--- config.mk ---
export PLATFORM = sky130hd
export DESIGN_NAME = rv_writeback
export DESIGN_NICKNAME = d
export VERILOG_FILES = /design/src/rtl/rv_writeback.sv
export SDC_FILE = /design/constraint.sdc
export NUM_CORES = 1
export LEC_CHECK = 0
export CORE_MARGIN = 5
export CORE_UTILIZATION = 45
export CTS_BUF_LIST = sky130_fd_sc_hd__clkbuf_4 sky130_fd_sc_hd__clkbuf_8 sky130_fd_sc_hd__clkbuf_16
export CTS_CLUSTER_DIAMETER = 30
export CTS_CLUSTER_SIZE = 20
export DETAILED_ROUTE_END_ITERATION = 8
export PLACE_DENSITY = 0.89
export SYNTH_ARGS = -nofsm -noshare
export SYNTH_HDL_FRONTEND = slang
export SYNTH_SLANG_ARGS = --single-unit
export TNS_END_PERCENT = 50
--- constraint.sdc ---
create_clock -name clk_i -period 2.8 [get_ports clk_i]
set_input_delay 0.56 -clock clk_i [delete_from_list [all_inputs] [get_ports clk_i]]
set_output_delay 0.56 -clock clk_i [all_outputs]
set_load 0.05 [all_outputs]
--- src/rtl/rv_writeback.sv ---
// ---------------------------------------------------------------------------
// rv_writeback
// Final pipeline stage. Takes the registered execute-stage writeback signals
// and the data-memory completion strobes, aligns and sign-extends load data,
// and drives the registered register-file write port. While a load or store
// is outstanding it requests a pipeline stall. A bounded wait counter aborts
// a hung access with a one-cycle bus-error pulse.
//
// Parameters
//   g_timeout_cycles : WAIT cycles tolerated before an access is aborted
//                      (1..65535)
// Ports
//   clk_i, rst_i       : clock, synchronous active-high reset
//   x_fun_i            : funct3 of the instruction (load width / sign)
//   x_load_i/x_store_i : single-cycle load / store request from execute
//   x_rd_i             : destination register
//   x_rd_value_i       : ALU / jump result for non-load writes
//   x_rd_write_i       : non-load register write request
//   x_dm_addr_i        : data address of the load / store
//   dm_data_l_i        : load data word, valid with dm_load_done_i
//   dm_load_done_i     : load completes this cycle
//   dm_store_done_i    : store completes this cycle
//   w_stall_req_o      : combinational pipeline stall request
//   w_bus_error_o      : registered one-cycle pulse on access timeout
//   rf_rd_o, rf_rd_value_o, rf_rd_write_o : registered register-file write
// ---------------------------------------------------------------------------
module rv_writeback #(
   parameter int unsigned g_timeout_cycles = 255
) (
   input  logic        clk_i,
   input  logic        rst_i,
   input  logic [2:0]  x_fun_i,
   input  logic        x_load_i,
   input  logic        x_store_i,
   input  logic [4:0]  x_rd_i,
   input  logic [31:0] x_rd_value_i,
   input  logic        x_rd_write_i,
   input  logic [31:0] x_dm_addr_i,
   input  logic [31:0] dm_data_l_i,
   input  logic        dm_load_done_i,
   input  logic        dm_store_done_i,
   output logic        w_stall_req_o,
   output logic        w_bus_error_o,
   output logic [4:0]  rf_rd_o,
   output logic [31:0] rf_rd_value_o,
   output logic        rf_rd_write_o
);

   typedef enum logic [1:0] {
      ST_IDLE,
      ST_WAIT_LOAD,
      ST_WAIT_STORE
   } state_t;

   localparam logic [15:0] TIMEOUT_LIMIT = 16'(g_timeout_cycles);

   state_t      state_q, state_d;
   logic [15:0] cnt_q, cnt_d;
   logic [2:0]  ld_fun_q, ld_fun_d;
   logic [4:0]  ld_rd_q, ld_rd_d;
   logic [1:0]  ld_off_q, ld_off_d;
   logic [4:0]  rf_rd_q, rf_rd_d;
   logic [31:0] rf_rd_value_q, rf_rd_value_d;
   logic        rf_rd_write_q, rf_rd_write_d;
   logic        bus_error_q, bus_error_d;
   logic        stall;

   // Select the addressed byte/halfword and extend it according to funct3.
   function automatic logic [31:0] align_load(input logic [2:0]  fun,
                                              input logic [1:0]  off,
                                              input logic [31:0] data);
      logic [31:0] shifted;
      logic [7:0]  b;
      logic [15:0] h;
      logic [31:0] r;
      shifted = data >> {off, 3'b000};
      b       = shifted[7:0];
      h       = off[1] ? data[31:16] : data[15:0];
      case (fun)
         3'b000:  r = {{24{b[7]}}, b};
         3'b100:  r = {24'h000000, b};
         3'b001:  r = {{16{h[15]}}, h};
         3'b101:  r = {16'h0000, h};
         default: r = data;
      endcase
      return r;
   endfunction

   always_comb begin
      // NOTE: every variable gets a default first so no path can infer a latch.
      state_d       = state_q;
      cnt_d         = cnt_q;
      ld_fun_d      = ld_fun_q;
      ld_rd_d       = ld_rd_q;
      ld_off_d      = ld_off_q;
      rf_rd_d       = rf_rd_q;
      rf_rd_value_d = rf_rd_value_q;
      rf_rd_write_d = 1'b0;
      bus_error_d   = 1'b0;
      stall         = 1'b0;

      case (state_q)
         ST_IDLE: begin
            if (x_load_i) begin
               if (dm_load_done_i) begin
                  rf_rd_d       = x_rd_i;
                  rf_rd_value_d = align_load(x_fun_i, x_dm_addr_i[1:0], dm_data_l_i);
                  rf_rd_write_d = (x_rd_i != 5'd0);
               end else begin
                  ld_fun_d = x_fun_i;
                  ld_rd_d  = x_rd_i;
                  ld_off_d = x_dm_addr_i[1:0];
                  cnt_d    = 16'd0;
                  state_d  = ST_WAIT_LOAD;
                  stall    = 1'b1;
               end
            end else begin
               if (x_rd_write_i) begin
                  rf_rd_d       = x_rd_i;
                  rf_rd_value_d = x_rd_value_i;
                  rf_rd_write_d = (x_rd_i != 5'd0);
               end
               if (x_store_i && !dm_store_done_i) begin
                  cnt_d   = 16'd0;
                  state_d = ST_WAIT_STORE;
                  stall   = 1'b1;
               end
            end
         end

         ST_WAIT_LOAD: begin
            // Done takes priority over a timeout in the limit cycle.
            if (dm_load_done_i) begin
               rf_rd_d       = ld_rd_q;
               rf_rd_value_d = align_load(ld_fun_q, ld_off_q, dm_data_l_i);
               rf_rd_write_d = (ld_rd_q != 5'd0);
               state_d       = ST_IDLE;
            end else if (cnt_q == TIMEOUT_LIMIT) begin
               bus_error_d = 1'b1;
               state_d     = ST_IDLE;
            end else begin
               cnt_d = cnt_q + 16'd1;
               stall = 1'b1;
            end
         end

         ST_WAIT_STORE: begin
            if (dm_store_done_i) begin
               state_d = ST_IDLE;
            end else if (cnt_q == TIMEOUT_LIMIT) begin
               bus_error_d = 1'b1;
               state_d     = ST_IDLE;
            end else begin
               cnt_d = cnt_q + 16'd1;
               stall = 1'b1;
            end
         end

         default: state_d = ST_IDLE;
      endcase
   end

   always_ff @(posedge clk_i) begin
      // NOTE: non-blocking assignments so every flop samples pre-edge values.
      if (rst_i) begin
         state_q       <= ST_IDLE;
         cnt_q         <= 16'd0;
         ld_fun_q      <= 3'd0;
         ld_rd_q       <= 5'd0;
         ld_off_q      <= 2'd0;
         rf_rd_q       <= 5'd0;
         rf_rd_value_q <= 32'd0;
         rf_rd_write_q <= 1'b0;
         bus_error_q   <= 1'b0;
      end else begin
         state_q       <= state_d;
         cnt_q         <= cnt_d;
         ld_fun_q      <= ld_fun_d;
         ld_rd_q       <= ld_rd_d;
         ld_off_q      <= ld_off_d;
         rf_rd_q       <= rf_rd_d;
         rf_rd_value_q <= rf_rd_value_d;
         rf_rd_write_q <= rf_rd_write_d;
         bus_error_q   <= bus_error_d;
      end
   end

   // The stall is combinational, so it is gated directly by reset.
   assign w_stall_req_o = stall & ~rst_i;
   assign w_bus_error_o = bus_error_q;
   assign rf_rd_o       = rf_rd_q;
   assign rf_rd_value_o = rf_rd_value_q;
   assign rf_rd_write_o = rf_rd_write_q;

endmodule

==> results.json, run 1 <==
{
  "outcome": "finished, final reports clean",
  "crit_path_start_kind": "flop",
  "wl_met3_um": 1450,
  "area_delta_synth_final_pct": 35.6,
  "hold_viol": 0,
  "wl_met1_um": 6490,
  "grt_usage_pct": 26.0,
  "cts-root-buf": "clkbuf_8",
  "core_mm2": 0.00973,
  "cts_hold_buf": 0,
  "whs_path_depth": 1,
  "wl_per_cell_um": 19.0,
  "topRoutingLayerUsed": "met4",
  "p_per_area_mw_per_mm2": 493,
  "combPwrFrac_pct": 36.1,
  "syn-num-nets": 697,
  "grt_overflow": 0,
  "grt_pass1_wl_um": 24800,
  "cts-buffers-inserted": 9,
  "drv_cap": 0,
  "drc": 0,
  "path_delay_family": "simple AND/OR/NAND/NOR gates",
  "finalClockSkew_ns": 0.0152,
  "drt_iter0_markers": 566,
  "cp_slowest_stage_delay_ns": 0.58,
  "start_util_pct": 46.0,
  "dpl.hpwl_um": 11900,
  "fmax_mhz": 379,
  "ys.flop_type": "dfxtp_1",
  "critPathCaptureType": "output port",
  "synth_cell_types": 60,
  "synth_cells": 581,
  "ys_ff_latch": 67,
  "r2r_start": "cnt_q[9]$_SDFFE_PP0P_",
  "whs_endpoint": "rf_rd_value_o[7]$_SDFFE_PP0P_",
  "diodes": 0,
  "cts_tree": "yes",
  "setup_violations": 0,
  "path_cells": "or4_4 > nor4_4 > nor2_1 > a21oi_1 > nor3_2 > buf_12",
  "cts-resized-gates": 0,
  "die_h_um": 110,
  "detail_route.vias_per_cell": 6.29,
  "path_buf_inv": 1,
  "hp-start": "rf_rd_value_o[7]$_SDFFE_PP0P_",
  "pin_count": 151,
  "path_clk_slew_ns": 0.07,
  "p_int_uw": 1870,
  "gp_congestion": 1.00,
  "yosysTopAreaCellShare_pct": 30.0,
  "antenna_found_initial": 0,
  "p_seq_share_pct": 36.3,
  "power_frac_clock_pct": 27.6,
  "dieArea_mm2": 0.0120,
  "rsz0062_at_grt": "false",
  "reg2reg_to": "cnt_q[10]$_SDFFE_PP0P_",
  "clock_latency_ns": 0.36,
  "holdCritPathClass": "reg -> reg",
  "synth_top_cell_by_area": "dfxtp_1",
  "worst_slew_pin_slew_ns": 0.689,
  "crit_start": "cnt_q[9]$_SDFFE_PP0P_",
  "avgSynthCellArea_um2": 7.70,
  "vias": 5223,
  "num_rows": 36,
  "ant_nets": 0,
  "arrival_ns": 2.08,
  "fin_nets": 808,
  "wl_met2_um": 7340,
  "grt_max_degree": 40,
  "synth_edf_count": 0,
  "cts_setup_buffers": 0,
  "final.fill_count": 847,
  "fin_tns_setup_ns": 0,
  "ir_worst_vdd_mv": 0.264,
  "finalWorstSetupSlack_ns": 0.160,
  "synth.top_cells.by_area": "dfxtp_1 30%, nor2_1 5.6%, mux2i_1 4.9%",
  "critPathKind": "reg -> out",
  "fin_crit_sh_pct": 94.3,
  "h-tree-depth": 3,
  "synth_area_mm2": 0.00448,
  "maxSlewViolCount": 0,
  "io_buffers": 120,
  "post-route-min-period_ns": 2.64,
  "cts.sinks": 67,
  "yosys_warnings": 0,
  "grt_pass1_vias": 5116,
  "p_switching_uw": 1120,
  "clk_path_buf_depth": 2,
  "reg2reg_setup_slack_ns": 0.44,
  "cp.required_ns": 2.24,
  "r2r_cells": 5,
  "critPathSlowestCell": "or4_4",
  "drive_gt1_share_pct": 9.76,
  "worstPathMaxFanout": 5,
  "pre_cts_ws_ns": 0.161,
  "slew_headroom_pct": 54.1,
  "swShare_pct": 37.4,
  "yosysSeqAreaShare_pct": 30.0,
  "p_total_uw": 2990,
  "leakagePower_uw": 0.00228,
  "finish.utilization_pct": 62.4,
  "routed_wl_um": 15800,
  "synthArstFlopShare_pct": 0,
  "synthTopCellsByCount": "67 x dfxtp_1, 67 x nor2_1, 56 x nand2_1",
  "drt-pass1-iter-count": 8,
  "die-width_um": 110
}
## layout by cell type, fill, tap and decap left out, types with 3 or more instances in the layout
| cell type | count |
|---|---|
| nand4_1 | 3 |
| o21ai_0 | 30 |
| and2_1 | 3 |
| clkdlybuf4s50_1 | 117 |
| or4_1 | 5 |
| or2_2 | 4 |
| a221o_1 | 16 |
| a2bb2oi_1 | 3 |
| o211ai_1 | 12 |
| a21oi_2 | 9 |
| nand2_1 | 56 |
| o21ai_1 | 9 |
| and3_1 | 4 |
| buf_4 | 24 |
| or3_1 | 13 |
| ha_1 | 4 |
| nand3_1 | 30 |
| clkbuf_8 | 9 |
| inv_1 | 21 |
| a211oi_1 | 16 |
| a22oi_1 | 9 |
| nor2b_1 | 8 |
| nor3_1 | 5 |
| a211o_1 | 16 |
| a21o_1 | 4 |
| nand2b_1 | 10 |
| o221a_2 | 3 |
| nor2_1 | 67 |
| nor4_1 | 3 |
| a311oi_1 | 23 |
| a22o_1 | 7 |
| dfxtp_1 | 67 |
| o221ai_1 | 4 |
| mux2i_1 | 22 |
| a21oi_1 | 18 |
## layout make-up
type                            count  area (um^2)  share of cell area, %
Tap cell                          133          166                   2.74
Inverter                           21         78.8                   1.30
Multi-Input combinational cell    449         2900                   47.8
Clock buffer                        9          124                   2.04
Timing Repair Buffer              144         1380                   22.8
Sequential cell                    67         1340                   22.1
Clock inverter                      7         76.3                   1.26
## flip-flops by register name, summed over array words and instances, names as in the netlist
signal         count
w_bus_error_o      1
state_q            2
rf_rd_o            5
ld_rd_q            5
ld_off_q           2
cnt_q             16
ld_fun_q           3
rf_rd_value_o     32
rf_rd_write_o      1
## routing by layer
layer  track usage, %  up-vias
li1                 -     2421
met1             33.3     2448
met2             41.7      298
met3             6.05       56
met4             11.0        0
met5                0        -
## worst reg2reg max path, delay by kind of cell (launching register included)
| kind | cells | cell delay (ns) |
|---|---|---|
| compound gates | 2 | 0.54 |
| flops | 1 | 0.36 |
| simple gates | 3 | 1.36 |
## cells by family after synthesis
logic type,count (synthesis),share of synthesized area [%]
buffers and inverters,65,5.81
and+or+nand+nor,221,23.6
AOI/OAI and AO/OA,199,33.8
muxes,23,5.17
adders and majority gates,5,1.40
DFF,67,30.0
xor gates and xnor gates,1,0.196
## power groups by stage
stage	clock [uW]	sequential, uW	combinational, uW
6_report	827	1090	1080
5_1_grt	874	1090	1150
4_1_cts	833	1080	1070
3_5_place_dp	0	1100	1070
3_3_place_gp	0	1100	1040
2_1_floorplan	0	1330	431
## worst max-delay path by stage
| stage | endpoint | cells after the start |
|---|---|---|
| 2_1_floorplan | w_stall_req_o | 7 |
| 3_3_place_gp | rf_rd_value_o[27]$_SDFFE_PP0P_ | 5 |
| 3_5_place_dp | rf_rd_value_o[21]$_SDFFE_PP0P_ | 5 |
| 4_1_cts | w_stall_req_o | 6 |
| 5_1_grt | w_stall_req_o | 6 |
| 6_report | w_stall_req_o | 6 |
## metrics by stage
step / cell area (um^2) / hold slack, ns / std cells
floorplan: 4480 / 0.453 / 581
global placement: 5850 / 0.460 / 814
detailed placement: 5850 / 0.469 / 814
CTS: 6050 / 0.487 / 830
global route: 6070 / 0.512 / 830
finish: 6070 / 0.483 / 830
Power figures use the tool's default switching activity.
==> run 2: changes to the inputs <==
ABC_CLOCK_PERIOD_IN_PS = 2800   (was unset)
==> results of run 2 <==
Final layout, timing and power as in run 1 (identical DEF).
